## src/rtl/mem_stage_pkg.sv

```systemverilog
// Shared definitions for the MIPS memory-access stage: bus widths, aluop codes for the
// memory instructions, and the stage FSM state encoding.
package mem_stage_pkg;

  localparam int unsigned RegBus     = 32;
  localparam int unsigned RegAddrBus = 5;
  localparam int unsigned AluOpBus   = 8;

  localparam logic [RegBus-1:0] ZeroWord = '0;

  typedef logic [AluOpBus-1:0] aluop_t;

  localparam aluop_t EXE_NOP_OP  = 8'b0000_0000;
  localparam aluop_t EXE_ADDU_OP = 8'b0010_0001;
  localparam aluop_t EXE_LB_OP   = 8'b1110_0000;
  localparam aluop_t EXE_LBU_OP  = 8'b1110_0100;
  localparam aluop_t EXE_LH_OP   = 8'b1110_0001;
  localparam aluop_t EXE_LHU_OP  = 8'b1110_0101;
  localparam aluop_t EXE_LW_OP   = 8'b1110_0011;
  localparam aluop_t EXE_LL_OP   = 8'b1111_0000;
  localparam aluop_t EXE_SB_OP   = 8'b1110_1000;
  localparam aluop_t EXE_SH_OP   = 8'b1110_1001;
  localparam aluop_t EXE_SW_OP   = 8'b1110_1011;
  localparam aluop_t EXE_SC_OP   = 8'b1111_1000;

  typedef enum logic [1:0] {
    StIdle  = 2'd0,
    StBusy  = 2'd1,
    StDone  = 2'd2,
    StDrain = 2'd3
  } mem_state_e;

endpackage

```

## src/rtl/mem_align.sv

```systemverilog
// Big-endian lane logic for the memory stage (purely combinational).
//   aluop_i    : operation code
//   addr_lo_i  : effective address bits [1:0]
//   reg2_i     : store source data
//   rdata_i    : bus read data
//   is_load_o / is_store_o : operation class
//   misalign_o : address not aligned to the access size
//   sel_o      : byte lane enables (bit3 = bits[31:24])
//   wdata_o    : store data replicated across lanes
//   ldata_o    : extracted and sign/zero-extended load data
module mem_align
  import mem_stage_pkg::*;
(
  input  logic [AluOpBus-1:0] aluop_i,
  input  logic [1:0]          addr_lo_i,
  input  logic [RegBus-1:0]   reg2_i,
  input  logic [RegBus-1:0]   rdata_i,
  output logic                is_load_o,
  output logic                is_store_o,
  output logic                misalign_o,
  output logic [3:0]          sel_o,
  output logic [RegBus-1:0]   wdata_o,
  output logic [RegBus-1:0]   ldata_o
);

  logic [7:0]  byte_data;
  logic [15:0] half_data;
  logic [3:0]  byte_lane;
  logic [3:0]  half_lane;

  always_comb begin
    unique case (addr_lo_i)
      2'b00:   byte_data = rdata_i[31:24];
      2'b01:   byte_data = rdata_i[23:16];
      2'b10:   byte_data = rdata_i[15:8];
      default: byte_data = rdata_i[7:0];
    endcase
    half_data = addr_lo_i[1] ? rdata_i[15:0] : rdata_i[31:16];
    byte_lane = 4'b1000 >> addr_lo_i;
    half_lane = addr_lo_i[1] ? 4'b0011 : 4'b1100;
  end

  always_comb begin
    is_load_o  = 1'b0;
    is_store_o = 1'b0;
    misalign_o = 1'b0;
    sel_o      = 4'b0000;
    wdata_o    = ZeroWord;
    ldata_o    = ZeroWord;
    case (aluop_i)
      EXE_LB_OP: begin
        is_load_o = 1'b1;
        sel_o     = byte_lane;
        ldata_o   = {{24{byte_data[7]}}, byte_data};
      end
      EXE_LBU_OP: begin
        is_load_o = 1'b1;
        sel_o     = byte_lane;
        ldata_o   = {24'b0, byte_data};
      end
      EXE_LH_OP: begin
        is_load_o  = 1'b1;
        misalign_o = addr_lo_i[0];
        sel_o      = half_lane;
        ldata_o    = {{16{half_data[15]}}, half_data};
      end
      EXE_LHU_OP: begin
        is_load_o  = 1'b1;
        misalign_o = addr_lo_i[0];
        sel_o      = half_lane;
        ldata_o    = {16'b0, half_data};
      end
      EXE_LW_OP, EXE_LL_OP: begin
        is_load_o  = 1'b1;
        misalign_o = |addr_lo_i;
        sel_o      = 4'b1111;
        ldata_o    = rdata_i;
      end
      EXE_SB_OP: begin
        is_store_o = 1'b1;
        sel_o      = byte_lane;
        wdata_o    = {4{reg2_i[7:0]}};
      end
      EXE_SH_OP: begin
        is_store_o = 1'b1;
        misalign_o = addr_lo_i[0];
        sel_o      = half_lane;
        wdata_o    = {2{reg2_i[15:0]}};
      end
      EXE_SW_OP, EXE_SC_OP: begin
        is_store_o = 1'b1;
        misalign_o = |addr_lo_i;
        sel_o      = 4'b1111;
        wdata_o    = reg2_i;
      end
      default: ;
    endcase
  end

endmodule

```

## src/rtl/mem_stage.sv

```systemverilog
// MIPS memory-access stage between EX/MEM and MEM/WB.
//   clk, rst            : clock, asynchronous active-low reset
//   wd_i/wreg_i/wdata_i : writeback info from EX/MEM; *_o forwarded to MEM/WB
//   hi_i/lo_i/whilo_i   : HI/LO writeback, forwarded (whilo_o masked while stalling)
//   aluop_i, mem_addr_i, reg2_i : memory operation, effective address, store data
//   flush_i             : pipeline flush
//   dbus_*              : req/ack data bus, word addressed with byte lane selects
//   stallreq_o          : hold the pipeline while a bus access is outstanding
//   adel_o / ades_o     : load / store address error
module mem_stage
  import mem_stage_pkg::*;
#(
  parameter int unsigned DATA_W     = RegBus,
  parameter int unsigned REG_ADDR_W = RegAddrBus,
  parameter int unsigned ALUOP_W    = AluOpBus
) (
  input  logic                  clk,
  input  logic                  rst,
  input  logic [REG_ADDR_W-1:0] wd_i,
  input  logic                  wreg_i,
  input  logic [DATA_W-1:0]     wdata_i,
  input  logic [DATA_W-1:0]     hi_i,
  input  logic [DATA_W-1:0]     lo_i,
  input  logic                  whilo_i,
  input  logic [ALUOP_W-1:0]    aluop_i,
  input  logic [DATA_W-1:0]     mem_addr_i,
  input  logic [DATA_W-1:0]     reg2_i,
  input  logic                  flush_i,
  input  logic                  dbus_ack_i,
  input  logic [DATA_W-1:0]     dbus_rdata_i,
  output logic                  dbus_req_o,
  output logic                  dbus_we_o,
  output logic [DATA_W-1:0]     dbus_addr_o,
  output logic [3:0]            dbus_sel_o,
  output logic [DATA_W-1:0]     dbus_wdata_o,
  output logic [REG_ADDR_W-1:0] wd_o,
  output logic                  wreg_o,
  output logic [DATA_W-1:0]     wdata_o,
  output logic [DATA_W-1:0]     hi_o,
  output logic [DATA_W-1:0]     lo_o,
  output logic                  whilo_o,
  output logic                  stallreq_o,
  output logic                  adel_o,
  output logic                  ades_o
);

  mem_state_e        state_q, state_d;
  logic              llbit_q, llbit_d;
  logic [DATA_W-1:0] load_q, load_d;

  // Request is captured at launch so a flushed EX/MEM cannot disturb an access in flight.
  logic              req_we_q, req_we_d;
  logic [DATA_W-1:0] req_addr_q, req_addr_d;
  logic [3:0]        req_sel_q, req_sel_d;
  logic [DATA_W-1:0] req_wdata_q, req_wdata_d;

  logic              is_load, is_store, misalign;
  logic [3:0]        sel;
  logic [DATA_W-1:0] st_wdata, ld_data, word_addr;
  logic              is_ll, is_sc;
  logic              stall, kill;

  assign is_ll     = (aluop_i == EXE_LL_OP);
  assign is_sc     = (aluop_i == EXE_SC_OP);
  assign word_addr = {mem_addr_i[DATA_W-1:2], 2'b00};

  mem_align u_mem_align (
    .aluop_i    (aluop_i),
    .addr_lo_i  (mem_addr_i[1:0]),
    .reg2_i     (reg2_i),
    .rdata_i    (dbus_rdata_i),
    .is_load_o  (is_load),
    .is_store_o (is_store),
    .misalign_o (misalign),
    .sel_o      (sel),
    .wdata_o    (st_wdata),
    .ldata_o    (ld_data)
  );

  always_ff @(posedge clk or negedge rst) begin
    if (!rst) begin
      state_q     <= StIdle;
      llbit_q     <= 1'b0;
      load_q      <= '0;
      req_we_q    <= 1'b0;
      req_addr_q  <= '0;
      req_sel_q   <= 4'b0000;
      req_wdata_q <= '0;
    end else begin
      state_q     <= state_d;
      llbit_q     <= llbit_d;
      load_q      <= load_d;
      req_we_q    <= req_we_d;
      req_addr_q  <= req_addr_d;
      req_sel_q   <= req_sel_d;
      req_wdata_q <= req_wdata_d;
    end
  end

  always_comb begin
    state_d      = state_q;
    llbit_d      = llbit_q;
    load_d       = load_q;
    req_we_d     = req_we_q;
    req_addr_d   = req_addr_q;
    req_sel_d    = req_sel_q;
    req_wdata_d  = req_wdata_q;
    wd_o         = wd_i;
    wreg_o       = wreg_i;
    wdata_o      = wdata_i;
    hi_o         = hi_i;
    lo_o         = lo_i;
    whilo_o      = whilo_i;
    dbus_req_o   = 1'b0;
    dbus_we_o    = 1'b0;
    dbus_addr_o  = '0;
    dbus_sel_o   = 4'b0000;
    dbus_wdata_o = '0;
    adel_o       = 1'b0;
    ades_o       = 1'b0;
    stall        = 1'b0;
    kill         = 1'b0;

    unique case (state_q)
      StIdle: begin
        if (flush_i) begin
          kill = 1'b1;
        end else if (misalign) begin
          adel_o = is_load;
          ades_o = is_store;
          wreg_o = 1'b0;
        end else if (is_sc && !llbit_q) begin
          // Failed store-conditional: report 0 without touching the bus.
          wreg_o  = 1'b1;
          wdata_o = '0;
        end else if (is_load || is_store) begin
          dbus_req_o   = 1'b1;
          dbus_we_o    = is_store;
          dbus_addr_o  = word_addr;
          dbus_sel_o   = sel;
          dbus_wdata_o = st_wdata;
          stall        = 1'b1;
          wreg_o       = 1'b0;
          req_we_d     = is_store;
          req_addr_d   = word_addr;
          req_sel_d    = sel;
          req_wdata_d  = st_wdata;
          state_d      = StBusy;
        end
      end
      StBusy, StDrain: begin
        dbus_req_o   = 1'b1;
        dbus_we_o    = req_we_q;
        dbus_addr_o  = req_addr_q;
        dbus_sel_o   = req_sel_q;
        dbus_wdata_o = req_wdata_q;
        stall        = 1'b1;
        wreg_o       = 1'b0;
        if (state_q == StBusy) begin
          if (dbus_ack_i) begin
            if (is_load) load_d = ld_data;
            if (is_ll) llbit_d = 1'b1;
            if (is_sc) llbit_d = 1'b0;
            state_d = flush_i ? StIdle : StDone;
          end else if (flush_i) begin
            state_d = StDrain;
          end
        end else if (dbus_ack_i) begin
          state_d = StIdle;
        end
      end
      StDone: begin
        state_d = StIdle;
        if (flush_i) begin
          kill = 1'b1;
        end else if (is_load) begin
          wdata_o = load_q;
        end else if (is_sc) begin
          wdata_o = DATA_W'(1);
        end
      end
      default: state_d = StIdle;
    endcase

    // Flush beats a simultaneous LL completion.
    if (flush_i) llbit_d = 1'b0;
    if (stall) whilo_o = 1'b0;

    if (kill || !rst) begin
      wd_o         = '0;
      wreg_o       = 1'b0;
      wdata_o      = '0;
      hi_o         = '0;
      lo_o         = '0;
      whilo_o      = 1'b0;
      dbus_req_o   = 1'b0;
      dbus_we_o    = 1'b0;
      dbus_addr_o  = '0;
      dbus_sel_o   = 4'b0000;
      dbus_wdata_o = '0;
      adel_o       = 1'b0;
      ades_o       = 1'b0;
      stall        = 1'b0;
    end
  end

  assign stallreq_o = stall;

endmodule

```

## config.mk

```make
export PLATFORM = sky130hd
export DESIGN_NAME = mem_stage
export DESIGN_NICKNAME = d
export VERILOG_FILES = /design/src/rtl/mem_stage_pkg.sv /design/src/rtl/mem_align.sv /design/src/rtl/mem_stage.sv
export SDC_FILE = /design/constraint.sdc
export NUM_CORES = 1
export LEC_CHECK = 0
export CAP_MARGIN = 20
export CORE_AREA = 2 2 150 152
export CTS_BUF_LIST = sky130_fd_sc_hd__clkbuf_8
export DETAILED_ROUTE_END_ITERATION = 6
export DIE_AREA = 0 0 152 154
export GPL_ROUTABILITY_DRIVEN = 0
export MAX_ROUTING_LAYER = met4
export PLACE_DENSITY = 0.66
export SKIP_LAST_GASP = 1
export SYNTH_ARGS = -nofsm -noshare
export SYNTH_HDL_FRONTEND = slang
export SYNTH_HIERARCHICAL = 1
export SYNTH_SLANG_ARGS = --single-unit
```

## constraint.sdc

```tcl
create_clock -name clk -period 8.75 [get_ports clk]
set_clock_uncertainty 0.15 [all_clocks]
set_input_delay 1.75 -clock clk [delete_from_list [all_inputs] [get_ports clk]]
set_output_delay 1.75 -clock clk [all_outputs]
set_load 0.05 [all_outputs]
```

======== Word level (Yosys, flattened, before mapping) ========
Cells that the tools add are included.
operators by class
  bitwise logic cells ..................... 3
  shift operators ......................... 1
  reduce and logical (&&, ||, !) cells .... 25
  equality and inequality tests ........... 21
  mux-type cells .......................... 84
operator list
  operator              number
  $mux W32              19
  $pmux W32 S2          3
  $pmux W32 S5          1
  $pmux W32 S3          1
  $eq A8 B8 Y1 const B  10
  $mux W1               35
  $mux W4               6
  $pmux W8 S3           1
  $mux W2               9
  $mux W16              1
  $pmux W4 S3           1
  $reduce_or A2 Y1      5
  $ne A2 B2 Y1 const B  4
  $pmux W1 S2           4
  $pmux W4 S2           1
  $reduce_and A4 Y1     2
  $reduce_or A4 Y1      2
  $eq A2 B2 Y1 const B  3
  $ne A3 B3 Y1 const B  2
  $pmux W2 S3           1
  $reduce_and A6 Y1     1
  $reduce_bool A2 Y1    3
  $reduce_or A3 Y1      2
  $reduce_or A6 Y1      1
  10 further kinds      16
storage, ports and cells
  output and inout bits ................... 176
  bits of input ports ..................... 211
  bits in registers ....................... 102

======== Logic depth before layout (Yosys ltp) ========
  word-level depth ........................ 11
  depth in mapped cells ................... 11
  gate-level depth less buffers ........... 8

======== By module ========
Netlist, hierarchy kept.
by module, submodules not included
  module     cells each  area an instance (sq um)  instances
  mem_stage  529         5674.2                    1
  mem_align  172         1381.3                    1

======== Worst setup path before layout ========
No wires, ideal clock.
  path type ............................... input to output
  start ................................... input port mem_addr_i[1]
  end ..................................... output port whilo_o
  data arrival time ....................... 4216 ps
  stages on the path ...................... 10
  path slack .............................. 2634 ps
  path buffers ............................ 3
  path through ............................ clkbuf_1 > nor2_1 > nor3_1 > a32oi_1 > o21ai_0 > nand2b_1 > nor3_2 > buf_6 > buf_6 > nor4b_2
on the way
  cells in the longest elaborated chain, start to end .. 7
ends and longest elaborated chain
  item              line                              RTL
  start, declared   mem_stage.sv:26                   input logic [DATA_W-1:0] mem_addr_i,
  $reduce_or A2 Y1  mem_align.sv:75, mem_align.sv:92
  $pmux W1 S2       mem_align.sv:50                   case (aluop_i)
  net misalign      mem_stage.sv:57                   logic is_load, is_store, misalign;
  $mux W1           mem_stage.sv:128                  end else if (misalign) begin
  $mux W1           mem_stage.sv:126                  if (flush_i) begin
  $pmux W1 S2       mem_stage.sv:124                  unique case (state_q)
  $mux W1           mem_stage.sv:187                  if (stall) whilo_o = 1'b0;
  $mux W1           mem_stage.sv:189                  if (kill || !rst) begin
  end, declared     mem_stage.sv:41                   output logic whilo_o,
The timed path passes the listed nets, and every way through them passes these cells.

======== Worst setup path after layout ========
  start ................................... input port aluop_i[1]
  end ..................................... output port dbus_sel_o[1]
on the way
  cells in the longest elaborated chain, start to end .. 10
  elaborated cells on any way between the ends .. 27
ends and longest elaborated chain
  item                          line              RTL
  start, declared               mem_stage.sv:25   input logic [ALUOP_W-1:0] aluop_i,
  $eq A8 B8 Y1                  mem_align.sv:50
  $reduce_or A6 Y1 (no line) *  -
  $mux W1 *                     mem_align.sv:50
  net is_load                   mem_stage.sv:57
  $logic_or A1 B1 Y1 *          mem_stage.sv:136  end else if (is_load || is_store) begin
  $mux W4 *                     mem_stage.sv:136
  $mux W4 *                     mem_stage.sv:132  end else if (is_sc && !llbit_q) begin
  $mux W4 *                     mem_stage.sv:128
  $mux W4 *                     mem_stage.sv:126
  $pmux W4 S2 *                 mem_stage.sv:124
  $mux W4 *                     mem_stage.sv:189
  end, declared                 mem_stage.sv:34   output logic [3:0] dbus_sel_o,
The timed path passes the listed nets; every way through them passes the cells marked *.

==> metrics <==
cts repair resizes 0; Post-synth top flop dfrtp_1; total power 0.00122 W; global-route wire length before repair a little over 40000 um; Seq/Total Area, Yosys roughly 36%; Routed Antenna Nets 0; share of layout cells above drive strength 1 between 10% and 20%; core region area 21700 um2; largest net degree at the start of global routing just over 70; initial core utilization 32.5%; First-pass DRT Iterations 4; detailed-route wire length roughly 27000 um; max-slew violation count 0; slowest CP cell clkdlybuf4s50_1; Critical Path RT slightly below 7 ns; post-synthesis adder-cell area fraction 0%; maxcap violations 0; Avg Vias per Cell 5.20; First DRT Iteration DRCs around 450; Slew HR 27.4%; final hold vios 0; pwr dens between 100 and 150 nW/um2; Post-Synth XOR/XNOR Area less than 1%; Setup CP Type in -> out; synthesis-stage register bit count between 100 and 150; CTS max path bufs 2; htree depth 3; max incr delay on CP between 0.8 and 0.9 ns; # nets final 1260; largest family of logic cells by synthesized area compound AO/OA/AOI/OAI gates; CTS sink count roughly 100; RSZ-0062 raised after global routing false; Mean Syn Cell Area 10.1 um2; post-synthesis mux area share between 10% and 20%; maximum clock frequency about 130 MHz; Slew @ Worst Pin ~1.1 ns; Netlist cell types 65; DRC 0; Post-synth EDFFs 0; Critical Path, Cell by Cell clkdlybuf4s50_1, or3b_1, a21o_1, o21a_1, nor2_1, nor2_1, nor4_4, buf_12, a22o_1, clkdlybuf4s50_1; TritonCTS buffer count 9; P_leak about 4.6 nW; synthesized instance count ~700; Die W 152 um; CTS tree done; num rows 54; GRT Total Usage between 20% and 30%; yosys warns 6; Synth Area in Compound Gates ~22%; crit-path max FO 67; die area 23400 um2; Vias just under 7000; Fin Setup TNS 0 ns; I/O pin count ~390; Mapped Area ~7100 um2; Hold Crit Class reg -> reg; post-DP HPWL between 15000 and 20000 um; area grow syn2layout 60.4%; Clock Latency Late Sink approximately 0.38 ns; die height 154 um; Post-Synth Simple-Gate Area 18.2%; I/O Buffers 384; # hold bufs at CTS 0; status complete, no violations; CP startpoint kind primary input; initial antenna violation count 2; DR WL/cell about 20 um; part of the cycle the worst path needs 87.8%; CTS clk-pin slew, worst paths 0.10 ns; Post-CTS Repair Setup Buffers 0; Worst setup EP type output port; Tmin final between 7 and 8 ns; WP data arrival roughly 5.8 ns; final-report setup violation count 0; Congestion Overflow GR 0; clk root buf clkbuf_8; fraction of registers with async set/reset between 90% and 100%; maximum VDD drop 0.0000664 V; vias in the first global route around 7100
## layout make-up
cell class | count | area [um2]
clock buffer | 9 | 124
sequential | 102 | 2550
timing repair buffer | 399 | 3970
antenna | 2 | 5.00
tap | 280 | 350
multi-input combinational | 529 | 4200
fill | 2012 | 10400
inverter | 8 | 30.0
clock inverter | 7 | 88.8
## Yosys cell counts (4+ instances only)
master	instances	area share (%)
mux4_2	8	2.6
nor2b_1	10	0.89
dfrtp_1	102	36
a21oi_1	48	3.4
mux2_2	93	15
buf_4	8	0.85
o21ai_0	32	2.3
buf_2	17	1.2
inv_1	8	0.43
nor3_2	4	0.57
clkbuf_1	29	1.5
and2_1	85	7.5
a221o_1	20	2.8
a22o_1	74	9.2
nand3_1	4	0.28
nor2_1	14	0.74
a21o_1	10	1.1
buf_6	6	0.96
mux2_1	6	0.96
nor3_1	6	0.43
nand2_1	54	2.9
o22ai_1	4	0.35
## layout by cell type, fill, tap and decap left out, types with 8 or more instances in the layout
cell type / n
clkbuf_8: 9
o21ai_0: 32
inv_1: 8
nor2b_1: 10
clkdlybuf4s50_1: 383
mux4_2: 8
and2_1: 85
a21oi_1: 48
dfrtp_1: 102
a221o_1: 20
a21o_1: 10
buf_4: 15
mux2_2: 93
a22o_1: 74
nand2_1: 54
nor2_1: 12
## metal layers
metal  GRT usage [%]  routed length (um)
met4            4.67                 250
met5               -                   0
met2            38.3               13200
met1            28.3               11300
met3            6.06                2030
## logic make-up after synthesis
group | count (synthesis)
and+or+nand+nor | 211
AOI/OAI and AO/OA | 207
muxes | 108
DFF | 102
buffers and inverters | 71
xor gates and xnor gates | 1
other | 1
## critical path: cells and delay by family
kind	cells	cell delay (ns)
buf+inv	3	1.83
compound gates	3	0.89
simple gates	4	1.24
## power breakdown
| group | total, W | internal [W] | switching, W |
|---|---|---|---|
| Sequential | 0.000536 | 0.000512 | 0.0000238 |
| Clock | 0.000331 | 0.000140 | 0.000191 |
| Combinational | 0.000350 | 0.000176 | 0.000174 |
## worst paths after layout
path	start	endpoint	slack [ns]	cells past startpoint
max	aluop_i[1]	dbus_sel_o[1]	1.06	10
min	load_q[1]	load_q[1]	0.35	1
max reg2reg	state_q[0]	req_addr_q[10]	6.03	5
min reg2reg	load_q[1]	load_q[1]	0.35	1
max in group asynchronous	rst	req_addr_q[23]	5.88	3
min in group asynchronous	rst	state_q[0]	1.14	1
## per-stage QoR
stage	setup slack [ns]	hold slack, ns	util, %	instances	area [um2]
2_1_floorplan	2.63	0.309	-	702	7060
3_3_place_gp	1.20	0.324	51.2	1318	11100
3_5_place_dp	1.16	0.331	51.2	1318	11100
4_1_cts	1.13	0.359	52.2	1334	11300
5_1_grt	0.852	0.375	52.2	1336	11300
6_report	1.06	0.352	52.2	1336	11300
## registers in the layout, summed over array words and instances, names as in the netlist
| name | cells |
|---|---|
| llbit_q | 1 |
| req_we_q | 1 |
| req_wdata_q | 32 |
| req_sel_q | 4 |
| load_q | 32 |
| req_addr_q | 30 |
| state_q | 2 |
No activity file was read; power rests on OpenSTA's default activity.
